### config.mk
export PLATFORM = sky130hd
export DESIGN_NAME = pwm_button_conditioner
export DESIGN_NICKNAME = d
export VERILOG_FILES = /design/src/rtl/pwm_button_conditioner.sv
export SDC_FILE = /design/constraint.sdc
export NUM_CORES = 1
export LEC_CHECK = 0
export BUFFER_PORTS_ARGS = -buffer_cell sky130_fd_sc_hd__buf_2
export CAP_MARGIN = 0
export CORE_UTILIZATION = 40
export DETAILED_ROUTE_END_ITERATION = 8
export PLACE_DENSITY_LB_ADDON = 0.2
export SLEW_MARGIN = 20
export SYNTH_ARGS = -nofsm -noshare
export SYNTH_HDL_FRONTEND = slang
export SYNTH_SLANG_ARGS = --single-unit
### constraint.sdc
create_clock -name clk -period 3.9 [get_ports clk]
set_input_delay 0.39 -clock clk [delete_from_list [all_inputs] [get_ports clk]]
set_output_delay 0.39 -clock clk [all_outputs]
set_load 0.01 [all_outputs]
### src/rtl/pwm_button_conditioner.sv
// Push-button conditioner feeding the PWM duty-cycle generator.
// Each button (index 0 = increase, 1 = decrease) is synchronised, debounced
// on a slow sample tick, edge-detected and optionally auto-repeated while
// held. The two step pulses are single-cycle and never asserted together.
module pwm_button_conditioner #(
    parameter int TICK_DIV     = 1000,
    parameter int STABLE_TICKS = 4,
    parameter int REPEAT_DELAY = 64,
    parameter int REPEAT_RATE  = 16
) (
    input  logic clk,
    input  logic rst_n,
    input  logic ena,
    input  logic btn_inc,
    input  logic btn_dec,
    output logic inc_pulse,
    output logic dec_pulse,
    output logic inc_level,
    output logic dec_level
);

    localparam int PW   = $clog2(TICK_DIV);
    localparam int SW   = $clog2(STABLE_TICKS + 1);
    localparam int RMAX = (REPEAT_DELAY > REPEAT_RATE) ? REPEAT_DELAY : REPEAT_RATE;
    localparam int RW   = $clog2(RMAX + 1);
    localparam bit RPT_EN = (REPEAT_DELAY > 0);

    localparam logic [PW-1:0] PS_LAST   = PW'(TICK_DIV - 1);
    localparam logic [SW-1:0] ST_LAST   = SW'(STABLE_TICKS - 1);
    // The repeat counter holds "ticks seen minus one", so a match on the
    // *_LAST value means the current tick is the scheduled one.
    localparam logic [RW-1:0] DLY_LAST  = RW'(RPT_EN ? REPEAT_DELAY - 1 : 0);
    localparam logic [RW-1:0] RATE_LAST = RW'(REPEAT_RATE - 1);

    logic [1:0]    btn_raw;
    logic [1:0]    sync1;
    logic [1:0]    sync2;
    logic [1:0]    deb;
    logic [1:0]    deb_d;
    logic [1:0]    flip;
    logic [1:0]    rpt_evt;
    logic [1:0]    rpt_on;
    logic [1:0]    fire;
    logic [1:0]    pulse_q;
    logic [PW-1:0] ps_cnt;
    logic [SW-1:0] stab_cnt [2];
    logic [RW-1:0] rpt_cnt  [2];
    logic          tick;
    logic          lock;

    assign btn_raw = {btn_dec, btn_inc};
    assign tick    = ena && (ps_cnt == PS_LAST);
    // Both buttons accepted as pressed: the request is ambiguous, so lock out.
    assign lock    = deb[0] & deb[1];

    // Two-flop synchronisers; they keep sampling even while disabled.
    always_ff @(posedge clk or negedge rst_n) begin
        if (!rst_n) begin
            sync1 <= '0;
            sync2 <= '0;
        end else begin
            sync1 <= btn_raw;
            sync2 <= sync1;
        end
    end

    // Debounce sample prescaler, frozen while disabled.
    always_ff @(posedge clk or negedge rst_n) begin
        if (!rst_n) begin
            ps_cnt <= '0;
        end else if (ena) begin
            ps_cnt <= (ps_cnt == PS_LAST) ? '0 : ps_cnt + PW'(1);
        end
    end

    // A tick on which the differing level completes its stability run.
    always_comb begin
        flip = '0;
        for (int i = 0; i < 2; i++) begin
            flip[i] = tick && (sync2[i] != deb[i]) && (stab_cnt[i] == ST_LAST);
        end
    end

    // Debounce filter: a new level must differ on consecutive ticks to be accepted.
    always_ff @(posedge clk or negedge rst_n) begin
        if (!rst_n) begin
            deb <= '0;
            for (int i = 0; i < 2; i++) stab_cnt[i] <= '0;
        end else if (tick) begin
            for (int i = 0; i < 2; i++) begin
                if (sync2[i] == deb[i]) begin
                    stab_cnt[i] <= '0;
                end else if (flip[i]) begin
                    deb[i]      <= ~deb[i];
                    stab_cnt[i] <= '0;
                end else begin
                    stab_cnt[i] <= stab_cnt[i] + SW'(1);
                end
            end
        end
    end

    // Hold-to-repeat scheduler: first event after the delay, then at the rate.
    always_ff @(posedge clk or negedge rst_n) begin
        if (!rst_n) begin
            rpt_evt <= '0;
            rpt_on  <= '0;
            for (int i = 0; i < 2; i++) rpt_cnt[i] <= '0;
        end else if (ena) begin
            for (int i = 0; i < 2; i++) begin
                rpt_evt[i] <= 1'b0;
                // Released, locked out, or changing level this tick: restart
                // the schedule so the next hold begins with the full delay.
                if (!deb[i] || lock || flip[i]) begin
                    rpt_cnt[i] <= '0;
                    rpt_on[i]  <= 1'b0;
                end else if (tick) begin
                    if (rpt_cnt[i] == (rpt_on[i] ? RATE_LAST : DLY_LAST)) begin
                        rpt_cnt[i] <= '0;
                        rpt_on[i]  <= 1'b1;
                        rpt_evt[i] <= RPT_EN;
                    end else begin
                        rpt_cnt[i] <= rpt_cnt[i] + RW'(1);
                    end
                end
            end
        end
    end

    // Press edges and repeat events merged; any conflict suppresses both.
    always_comb begin
        fire = (deb & ~deb_d) | rpt_evt;
        if (!ena || lock || (&fire)) fire = '0;
    end

    // Output pulse register and the edge-detect history.
    always_ff @(posedge clk or negedge rst_n) begin
        if (!rst_n) begin
            deb_d   <= '0;
            pulse_q <= '0;
        end else begin
            pulse_q <= fire;
            if (ena) deb_d <= deb;
        end
    end

    assign inc_pulse = pulse_q[0];
    assign dec_pulse = pulse_q[1];
    assign inc_level = deb[0];
    assign dec_level = deb[1];

endmodule

Word-level counts from Yosys, hierarchy flattened
Index checks and enable logic that the tools add are counted.

operators by class
  add/subtract/negate cells = 5
  multipliers = 0
  divide/modulo/power cells = 0
  order comparisons = 0
  equality and inequality tests = 9
  shifts and indexed selects = 0
  mux-type cells = 26
  bitwise logic cells = 8
  reduce and logical (&&, ||, !) cells = 25

operators with widths
  kind                                                                    number
  7-bit two-way mux                                                       6
  7-bit by 1-bit adder with 7-bit output (second input constant)          2
  7-bit by 6-bit equality test with 1-bit output                          2
  1-bit two-way mux                                                       12
  3-bit two-way mux                                                       4
  6-bit two-way mux                                                       2
  3-bit AND reduction                                                     4
  10-bit by 1-bit adder with 10-bit output (second input constant)        1
  10-bit equality test (second input constant)                            1
  10-bit two-way mux                                                      1
  2-bit nonzero test                                                      4
  3-bit by 1-bit adder with 3-bit output (second input constant)          2
  3-bit by 2-bit equality test with 1-bit output (second input constant)  2
  1-bit logical OR                                                        6
  2-bit AND reduction                                                     3
  1-bit logical AND                                                       5
  1-bit inverter                                                          4
  1-bit logical NOT                                                       3
  2-bit bitwise AND                                                       1
  1-bit equality test                                                     2
  2-bit two-way mux                                                       1
  1-bit inequality test                                                   2
  2-bit inverter                                                          1
  2-bit OR                                                                1
  1-bit bitwise AND                                                       1

storage, ports and cells
  register bits after elaboration = 44
  bits in latches = 0
  memory bits (writable) = 0
  ROM bits = 0
  logic and storage cells = 87
  memories = 0

Depth between registers and ports, before layout
Gate-level depths: netlist of run 1.

  word-level depth = 7
  gate-level depth with buffers = 8
  depth with buffers taken out = 5

Worst setup path after synthesis of run 1
No wires, ideal clock.

  kind = reg2reg
  start point = reg ps_cnt[0]
  end point = reg rpt_cnt[1] (netlist bit)
  library setup time = 122 ps
  data arrival time = 1583 ps
  setup slack = 2196 ps
  stages on the path, launching flop included = 8
  path buffers = 3
  path through = dfrtp_1 -> ha_1 -> and3_1 -> buf_2 -> and3_1 -> buf_2 -> buf_4 -> a32o_1

on the way
  word-level cells in the longest chain between the ends = 7
  elaborated cells between the ends (all ways) = 8
  those cells by class = 1 x eq/ne; 1 x mux; 6 x reduce/logical

RTL lines
  item                             RTL line  RTL
  start, declared                  45        logic [PW-1:0] ps_cnt;
  start signal, assigned           72        ps_cnt <= (ps_cnt == PS_LAST) ? '0 : ps_cnt + PW'(1);
  10-bit equality test (*)         52        assign tick = ena && (ps_cnt == PS_LAST);
  1-bit logical AND (*)            52
  1-bit logical AND (2 in series)  80        flip[i] = tick && (sync2[i] != deb[i]) && (stab_cnt[i] == ST_LAST);
  1-bit logical OR                 114       if (!deb[i] || lock || flip[i]) begin
  2-bit nonzero test (no line)     -
  2-bit AND reduction (no line)    -
  end signal, assigned by index    123       rpt_cnt[i] <= rpt_cnt[i] + RW'(1);
  end, declared                    47        logic [RW-1:0] rpt_cnt [2];

Every way passes the cells marked *; elsewhere a longest branch is shown, timed or not.
A chain may end at the register's enable or synchronous reset.

Final worst setup path of run 1
  start point = reg ps_cnt[0]
  end point = reg rpt_cnt[11] (netlist bit)

The elaborated chain is that of the path after synthesis.

==> results of run 1 <==
==> sequential cells by signal (all words and copies together), names as in the netlist <==
name      cells
pulse_q       2
sync2         2
stab_cnt      6
sync1         2
rpt_on        2
rpt_cnt      14
deb_d         2
deb           2
ps_cnt       10
rpt_evt       2
==> critical path, stage by stage, from the launching register on <==
cell,delay [ns]
dfrtp_1,0.40
ha_1,0.19
and3_1,0.39
and3_1,0.58
nand3_1,0.32
o31ai_1,0.28
==> final cells by class <==
type | count | area, um^2
inverters | 11 | 41.3
repair buffers | 9 | 50.0
well taps | 70 | 87.6
clock buffers | 7 | 86.3
clock inverters | 1 | 7.51
flip-flops and latches | 44 | 1100
fillers | 503 | 2830
multi-input cells | 158 | 1040
==> cells in the mapped netlist (5+ instances only) <==
| cell | number | area [um^2] |
|---|---|---|
| and3_1 | 6 | 37.5 |
| nand4_1 | 5 | 31.3 |
| buf_2 | 5 | 25.0 |
| nor3_1 | 5 | 25.0 |
| o21ai_0 | 13 | 65.1 |
| ha_1 | 5 | 62.6 |
| nand2_1 | 23 | 86.3 |
| xor2_1 | 5 | 43.8 |
| a31oi_1 | 5 | 31.3 |
| nor2_1 | 13 | 48.8 |
| inv_1 | 11 | 41.3 |
| nand3_1 | 12 | 60.1 |
| xnor2_1 | 8 | 70.1 |
| dfrtp_1 | 44 | 1100 |
==> through the flow <==
step | power (mW) | worst slack (ns)
floorplan | 0.619 | 2.20
global placement | 0.652 | 1.59
detailed placement | 0.652 | 1.52
CTS | 0.953 | 1.60
global route | 0.999 | 1.45
finish | 0.942 | 1.65
==> power groups by stage <==
stage / Sequential [mW] / Clock, mW / Combinational, mW
2_1_floorplan: 0.539 / 0 / 0.0799
3_3_place_gp: 0.549 / 0 / 0.102
3_5_place_dp: 0.549 / 0 / 0.104
4_1_cts: 0.540 / 0.309 / 0.104
5_1_grt: 0.549 / 0.328 / 0.122
6_report: 0.541 / 0.299 / 0.102
==> logic make-up (layout without fill, tap and decap cells) <==
| logic type | after synthesis | count (layout) | share of synthesized area [%] |
|---|---|---|---|
| flops | 44 | 44 | 49.2 |
| xor+xnor | 13 | 13 | 5.09 |
| fa+ha+maj | 5 | 5 | 2.80 |
| mux | 1 | 1 | 0.448 |
| compound gates | 49 | 49 | 15.1 |
| simple gates | 90 | 90 | 23.0 |
| buf+inv | 22 | 28 | 4.31 |
==> metal layers <==
layer / share of wire (%) / wire, um
met2: 45 / 1910
met5: 0 / 0
met3: 2.9 / 124
met1: 51 / 2130
met4: 1.1 / 48
==> worst paths after layout <==
path	from	end	slack (ns)	cells after the start
worst max-delay path	ps_cnt[0]	rpt_cnt[11]	1.65	5
worst min-delay path	rst_n	pulse_q[0]	0.09	1
worst max register to register	ps_cnt[0]	rpt_cnt[11]	1.65	5
worst min register to register	sync1[0]	sync2[0]	0.35	0
max in group asynchronous	rst_n	rpt_cnt[2]	3.44	1
min in group clk	btn_dec	sync1[1]	0.20	1
==> impl_metrics.tcl, run 1 <==
set metrics [dict create \
    worst-setup-path-type "flip-flop to flip-flop" \
    setup_viol 0 \
    clock_latency_ns 0.29 \
    core_um2 5240 \
    place_congestion 0.788 \
    grt_pass1_vias 1638 \
    skew_ns 0.00451 \
    seq_power_share_pct 57.4 \
    io_buffers 8 \
    ir_drop_v 0.000204 \
    avgRoutedWirePerCell_um 14.1 \
    cp-start-kind "flip-flop" \
    numClockSinks 44 \
    worst_pin_slew_ns 0.696 \
    ys_ff_latch 44 \
    hold_violations 0 \
    ys_seq_area_share_pct 49.2 \
    firstDrtPassIters 4 \
    end_kind "flip-flop" \
    post-route-period-util_pct 57.8 \
    yosysWarnings 0 \
    final_core_util_pct 46.1 \
    cts_tree "yes" \
    async_flop_share_pct 100 \
    grt_pass1_wl_um 7530 \
    final_cells 300 \
    required_ns 4.10 \
    sw_frac_of_total_pct 27.4 \
    grt_max_degree 45 \
    switchingPower_uw 258 \
    fin_setup_tns_ns 0 \
    drcViolationCount 0 \
    final_common_cell "dfrtp_1" \
    stdcell_area_um2 2410 \
    die_h_um 76.8 \
    crit_fanout 16 \
    antenna_cells 0 \
    hold_path_class "input pin to async pin" \
    rsz0062_at_grt "false" \
    worstPathArrival_ns 2.46 \
    die_w_um 76.8 \
    synth_area_um2 2240 \
    hold_slack_ns 0.0874 \
    cts_made_buffers 5 \
    grtUsageMet3_pct 5.00 \
    powerDensity_nw_per_um2 390 \
    met1_usage_pct 21.2 \
    synth_edf_count 0 \
    clkPwrFrac_pct 31.7 \
    maxCapViolations 0 \
    busiest_layer "met2" \
    ctsHoldBuffers 0 \
    cts_root_buffer "clkbuf_8" \
    drtIter0Drc 69 \
    path_clk_slew_ns 0.09 \
    dpl_cell_area_um2 2320 \
    antenna_found_initial 0 \
    outcome "completed" \
    synth_flop_cell "dfrtp_1" \
    fmax_ghz 0.444 \
    cts_resized 0 \
    hpwl_um 2850 \
    p_int_uw 684 \
    cts_setup_buffers 0 \
    syn_avg_cell_area_um2 9.98 \
    ctsHtreeMaxLevel 2 \
    layout_min_cycle_time_ns 2.25 \
    layout.nets 239 \
    fp-row-count 26 \
    netlist_instances 224 \
    area_growth_syn_to_layout_pct 7.89 \
    via_per_inst 5.52 \
    dp_cells 292 \
    wirelength_um 4220 \
    start_util_pct 42.7 \
    detail-route-antenna-nets 0 \
    fp.dieArea_um2 5890 \
    maxSlewViolCount 0 \
    leakage_nw 1.08 \
    grt_util_met2_pct 25.7 \
    gr-total-overflow 0 \
    ios 9 \
    max-slew-margin-rel_pct 53.6 \
    synthDistinctLibCells 51 \
    comb_power_share_pct 10.8 \
    clock_path_buffers 2 \
    grt.total_usage_pct 16.3 \
    num_vias 1655 \
    layout_common_cells "dfrtp_1, nand2_1, nor2_1, o21ai_0, nand3_1" \
    drive_gt1_share_pct 9.13 \
    syn_nets 234 \
]
No activity file was read; power rests on OpenSTA's default activity.
==> run 2: changes to the inputs <==
--- a/config.mk
+++ b/config.mk
@@ -5,6 +5,7 @@
 export SDC_FILE = /design/constraint.sdc
 export NUM_CORES = 1
 export LEC_CHECK = 0
+export ABC_AREA = 1
 export BUFFER_PORTS_ARGS = -buffer_cell sky130_fd_sc_hd__buf_2
 export CAP_MARGIN = 0
 export CORE_UTILIZATION = 40
==> constraint.sdc (replaced) <==
create_clock -name clk -period 2.09 [get_ports clk]
set_input_delay 0.209 -clock clk [delete_from_list [all_inputs] [get_ports clk]]
set_output_delay 0.209 -clock clk [all_outputs]
set_load 0.01 [all_outputs]
==> run 2 against run 1 <==
Net effect:
- clock power is 85% higher
- setup slack worse by 1.3 ns
- final cell count is 17% higher
- total power is 100% higher
- flip-flop and latch count stayed put
- via count is 0.91% higher
- largest cell class unchanged
==> impl_metrics.tcl, run 2 <==
set metrics [dict create \
    ir_drop_v 0.000335 \
    cts_made_buffers 5 \
    area_growth_syn_to_layout_pct 10.5 \
    outcome "completed" \
    skew_ns 0.00389 \
    ys_seq_area_share_pct 49.2 \
    synth-xor-area-share_pct 5.09 \
    via_per_inst 4.77 \
    async_flop_share_pct 100 \
    worst-setup-path-type "flip-flop to flip-flop" \
    gr-total-overflow 0 \
    synth_area_leaders "dfrtp_1, nand2_1, inv_1" \
    maxSlewViolCount 0 \
    hpwl_um 2830 \
    fin_setup_tns_ns 0 \
    setup_viol 0 \
    synth_area_um2 2240 \
    synth_most_common_cell "nand2_1" \
    ios 9 \
    syn_avg_cell_area_um2 8.47 \
    hold_slack_ns 0.0137 \
    cp-start-kind "flip-flop" \
    layout.nets 289 \
    worst_pin_slew_ns 0.396 \
    clock_path_buffers 2 \
    max-slew-margin-rel_pct 73.3 \
    drtIter0Drc 71 \
    regArea_um2 1100 \
    hold_path_class "input pin to flip-flop" \
    rsz0062_at_grt "false" \
    powerDensity_nw_per_um2 764 \
    ctsHtreeMaxLevel 2 \
    leakage_nw 1.28 \
    timing.critical_path.mode_cell "nand2_1" \
    end_kind "flip-flop" \
    detail-route-antenna-nets 0 \
    drive_gt1_share_pct 12.5 \
    synthDistinctLibCells 31 \
    cts_root_buffer "clkbuf_8" \
    critPathMaxStageDelay_ns 0.40 \
    numClockSinks 44 \
    hold_violations 0 \
    post-route-period-util_pct 81.6 \
    firstDrtPassIters 4 \
    highest_layer "met4" \
    wirelength_um 4060 \
    synth_edf_count 0 \
    final_common_cell "nand2_1" \
    drcViolationCount 0 \
    netlist_instances 264 \
    fill_cells 516 \
    synth_top_area_share_pct 49.2 \
    clock_latency_ns 0.29 \
    p_total_mw 1.89 \
    synth_fa_ha_area_share_pct 2.80 \
    top_regs "rpt_cnt (14), ps_cnt (10), stab_cnt (6)" \
    yosysWarnings 0 \
    synth_area_leader_cell "dfrtp_1" \
    worstPathArrival_ns 1.88 \
    grt.total_usage_pct 15.2 \
    io_buffers 8 \
    slowest_stage "dfrtp_1" \
    grt_max_degree 45 \
    r2r.worst_path.cells 10 \
    yosys.area_share.simple_pct 24.6 \
    fp-row-count 26 \
    crit_fanout 14 \
    core_um2 5240 \
    synth_compound_area_share_pct 10.6 \
    regMostFlops "rpt_cnt" \
    grt_pass1_wl_um 7130 \
    cp_cell_sequence "ha_1, nand2_1, nor2_1, nand2_1, nor2_8, inv_2, o21ai_4, inv_2, nand2_1, o21ai_1" \
    maxCapViolations 0 \
    ys_ff_latch 44 \
    fp.dieArea_um2 5900 \
    grt_pass1_vias 1592 \
    path_clk_slew_ns 0.08 \
    start_util_pct 42.7 \
    num_vias 1670 \
    multi_input_area_um2 963 \
    synthMuxAreaShare_pct 0 \
    antenna_found_initial 0 \
    antenna_cells 0 \
    place_congestion 0.793 \
    synth_top_family_by_area "simple AND/OR/NAND/NOR gates" \
    layout_common_cells "nand2_1, dfrtp_1, inv_1" \
    avgRoutedWirePerCell_um 11.6 \
    wl_met2_um 1820 \
    synth_common_cells "nand2_1, dfrtp_1, inv_1, nor2_1, nand3_1" \
    die_h_um 76.8 \
    fmax_ghz 0.586 \
    layout_min_cycle_time_ns 1.71 \
    wl_met3_um 106 \
    cts_setup_buffers 0 \
    wl_met1_um 2090 \
    syn_nets 274 \
    cts_tree "yes" \
    largest_reg_flops 14 \
    die_w_um 76.8 \
    synth_flop_cell "dfrtp_1" \
    required_ns 2.27 \
    hold_depth 1 \
]
## run 2: cell types whose count changed in the layout (fill, tap and decap cells not counted), sizes merged, moves of 5 or more
cell | before | now
nor2 | 13 | 32
inv | 11 | 42
a31oi | 5 | 0
nand3 | 13 | 19
o21ai | 13 | 22
nand2 | 23 | 56
a21oi | 4 | 9
and3 | 6 | 0
## run 2: final timing paths
| kind | slack (ns) | start | endpoint |
|---|---|---|---|
| setup reg to reg | 0.38 | ps_cnt[0] | rpt_cnt[9] |
| min in group asynchronous | 0.43 | rst_n | rpt_cnt[2] |
| setup / recovery | 0.38 | ps_cnt[0] | rpt_cnt[9] |
| hold / removal | 0.01 | btn_inc | sync1[0] |
| hold reg to reg | 0.35 | sync1[1] | sync2[1] |
| max in group asynchronous | 1.46 | rst_n | ps_cnt[9] |
## run 2: final cells by class
type,count,share of cell area [%]
inverter,42,6.38
sequential,44,44.5
timing repair buffer,10,2.83
multi-input combinational,176,39.0
tap,70,3.54
clock inverter,2,0.405
clock buffer,6,3.34
## run 2: routing by layer
| layer | vias up | global-route usage (%) |
|---|---|---|
| met4 | 0 | 4.62 |
| li1 | 878 | - |
| met2 | 15 | 24.4 |
| met5 | - | 0 |
| met1 | 772 | 20.4 |
| met3 | 5 | 3.57 |
## run 2: through the flow
step                std cells  cell area, um^2  setup slack, ns  utilization (%)
finish                    350             2470            0.385             47.2
detailed placement        341             2370            0.379             45.2
CTS                       350             2470            0.370             47.2
global placement          341             2370            0.439             45.2
global route              350             2470            0.210             47.2
floorplan                 264             2240            0.647                -
## run 2: power breakdown
part	leakage (nW)	switching (mW)	internal (mW)
Clock	0.0510	0.289	0.264
Combinational	0.675	0.197	0.119
Sequential	0.551	0.0781	0.943
## run 2: critical path, delay by kind of cell (launching register included)
kind | cells | cell delay [ns]
flops | 1 | 0.40
compound gates | 2 | 0.20
buf+inv | 2 | 0.26
simple gates | 5 | 0.56
fa+ha+maj | 1 | 0.18
## run 2: cells by family (layout without fill, tap and decap cells)
group | after synthesis | after routing
buf+inv | 44 | 60
simple gates | 119 | 119
fa+ha+maj | 5 | 5
xor+xnor | 13 | 13
compound gates | 39 | 39
flops | 44 | 44
## run 2: repair_timing
item,in CTS,in global routing
hold buffers,1,0
resized for setup,0,0
endpoints found under the hold margin,44,0
==> run 3: changes to the inputs <==
==> constraint.sdc (replaced) <==
create_clock -name clk -period 1.71 [get_ports clk]
set_input_delay 0.171 -clock clk [delete_from_list [all_inputs] [get_ports clk]]
set_output_delay 0.171 -clock clk [all_outputs]
set_load 0.01 [all_outputs]
==> run 3 against run 2 <==
Net effect:
- sequential share of layout area decreased by 2.6 points
- largest power group unchanged
- die area unchanged
- combinational power increased by 39%
==> impl_metrics.tcl, run 3 (same netlist as run 2, synthesis figures left out) <==
set metrics [dict create \
    cts_made_buffers 5 \
    clkPwrFrac_pct 28.2 \
    multi_input_area_um2 993 \
    path_clk_slew_ns 0.08 \
    start_util_pct 42.7 \
    wirelength_um 4220 \
    comb_power_share_pct 18.8 \
    worstPathArrival_ns 1.80 \
    hpwl_um 2930 \
    r2r_start "ps_cnt[1]" \
    cpLargestDelayFamily "simple AND/OR/NAND/NOR gates" \
    cts_tree "yes" \
    final_core_util_pct 50.2 \
    grt_pass1_vias 1607 \
    avgRoutedWirePerCell_um 11.6 \
    cp-start-kind "flip-flop" \
    numClockSinks 44 \
    p_int_mw 1.67 \
    end_kind "flip-flop" \
    maxSlewViolCount 0 \
    r2r.worst_path.cells 8 \
    ios 9 \
    final_common_cell "nand2_1" \
    hold_start "ena" \
    grtUsageMet3_pct 3.57 \
    skew_ns 0.00534 \
    regArea_um2 1100 \
    die_h_um 76.8 \
    hold_depth 2 \
    cts_root_buffer "clkbuf_8" \
    maxCapViolations 0 \
    slowest_stage "dfrtp_1" \
    critical_path_depth 8 \
    clock_latency_ns 0.29 \
    r2r_slack_ns 0.09 \
    layout_min_cycle_time_ns 1.62 \
    crit_fanout 6 \
    cp_cell_sequence "ha_2, nand2_1, nor2_1, nand2_2, nor2_8, nand3_2, a21oi_1, nor2_1" \
    critPathMaxStageDelay_ns 0.38 \
    ctsHtreeMaxLevel 2 \
    gr-total-overflow 0 \
    leakage_nw 1.34 \
    required_ns 1.89 \
    grt_max_degree 45 \
    max-slew-margin-rel_pct 71.9 \
    grt_pass1_wl_um 6890 \
    layout_common_cells "nand2_1, dfrtp_1, inv_1" \
    layout.nets 304 \
    timing.critical_path.mode_cell "nor2_1" \
    antenna_cells 0 \
    largest_reg_flops 14 \
    top_regs "rpt_cnt (14), ps_cnt (10), stab_cnt (6)" \
    antenna_found_initial 0 \
    hold_path_class "input pin to flip-flop" \
    setup_viol 0 \
    post-place-ws_ns 0.0475 \
    core_um2 5240 \
    p_total_mw 2.34 \
    timing.final.ws_setup_ns 0.0880 \
    ir_drop_v 0.000420 \
    met1_usage_pct 18.6 \
    drive_gt1_share_pct 16.9 \
    drcViolationCount 0 \
    fmax_ghz 0.617 \
    rsz0062_at_grt "true" \
    place_congestion 0.762 \
    die_w_um 76.8 \
    worst-setup-path-type "flip-flop to flip-flop" \
    area_growth_syn_to_layout_pct 17.5 \
    outcome "completed" \
    worstHoldEndpoint "deb_d[1]" \
    crit_buf_inv 0 \
    grt_util_met2_pct 24.1 \
    seq_power_share_pct 53.1 \
    drtIter0Drc 56 \
    io_buffers 8 \
    num_vias 1717 \
    firstDrtPassIters 4 \
    fp-row-count 26 \
    fp.dieArea_um2 5900 \
    fill_cells 500 \
    regMostFlops "rpt_cnt" \
    rr_endpoint "rpt_on[0]" \
    detail-route-antenna-nets 0 \
    powerDensity_nw_per_um2 892 \
    fin_setup_tns_ns 0 \
    switchingPower_uw 677 \
    via_per_inst 4.70 \
    sw_frac_of_total_pct 28.9 \
    worst_pin_slew_ns 0.418 \
    busiest_layer "met2" \
    grt.total_usage_pct 14.8 \
    hold_violations 0 \
    clock_path_buffers 2 \
    post-route-period-util_pct 94.9 \
]
[run 3: cell types whose count changed in the layout (fill, tap and decap cells not counted), sizes merged]
cell	before	now
clkinv	2	0
buf	9	22
dlygate4sd3	1	3
clkbuf	6	8
[run 3: what timing repair did]
item / in CTS / in global routing
hold buffers: 3 / 0
setup endpoints to repair: 0 / 20
buffers inserted: 0 / 8
endpoints found under the hold margin: 46 / 0
gates resized for setup: 0 / 14
[run 3: how the worst max path moves through the flow]
| stage | endpoint | slack [ns] | start |
|---|---|---|---|
| global route | rpt_on[0] | -0.07 | ps_cnt[1] |
| detailed placement | rpt_cnt[2] | 0.05 | ps_cnt[0] |
| floorplan | rpt_cnt[12] | 0.27 | ps_cnt[0] |
| CTS | rpt_cnt[2] | 0.04 | ps_cnt[0] |
| global placement | rpt_cnt[1] | 0.09 | ps_cnt[0] |
| finish | rpt_on[0] | 0.09 | ps_cnt[1] |
[run 3: power by group through the flow]
stage / clock (mW) / combinational, mW / sequential, mW
after floorplan: 0 / 0.308 / 1.24
after global placement: 0 / 0.388 / 1.26
after detailed placement: 0 / 0.393 / 1.27
after CTS: 0.686 / 0.400 / 1.25
after global routing: 0.732 / 0.513 / 1.26
final: 0.660 / 0.440 / 1.24
[run 3: cell type report]
type                            instances  share of cell area, %
Multi-Input combinational cell        176                   37.8
Clock buffer                            8                   3.43
Tap cell                               70                   3.33
Sequential cell                        44                   41.9
Inverter                               42                   6.28
Timing Repair Buffer                   25                   7.28
[run 3: layer usage]
metal / share of wire, % / vias up / wire (um)
met3: 2.4 / 5 / 103
li1: - / 907 / -
met5: 0 / - / 0
met1: 50 / 794 / 2120
met2: 47 / 11 / 1960
met4: 0.85 / 0 / 36
[run 3: worst register-to-register path: stages, from the launching register on]
cell	delay (ns)
dfrtp_1	0.38
ha_2	0.19
nand2_1	0.06
nor2_1	0.13
nand2_2	0.11
nor2_8	0.22
nand3_2	0.19
a21oi_1	0.18
nor2_1	0.07
[run 3: per-stage QoR]
step                cell area (um^2)  hold WS (ns)  cells
floorplan                       2240        -0.125    264
detailed placement              2410         0.168    346
global placement                2410         0.171    346
finish                          2630         0.208    365
CTS                             2530         0.206    357
global route                    2630         0.216    365
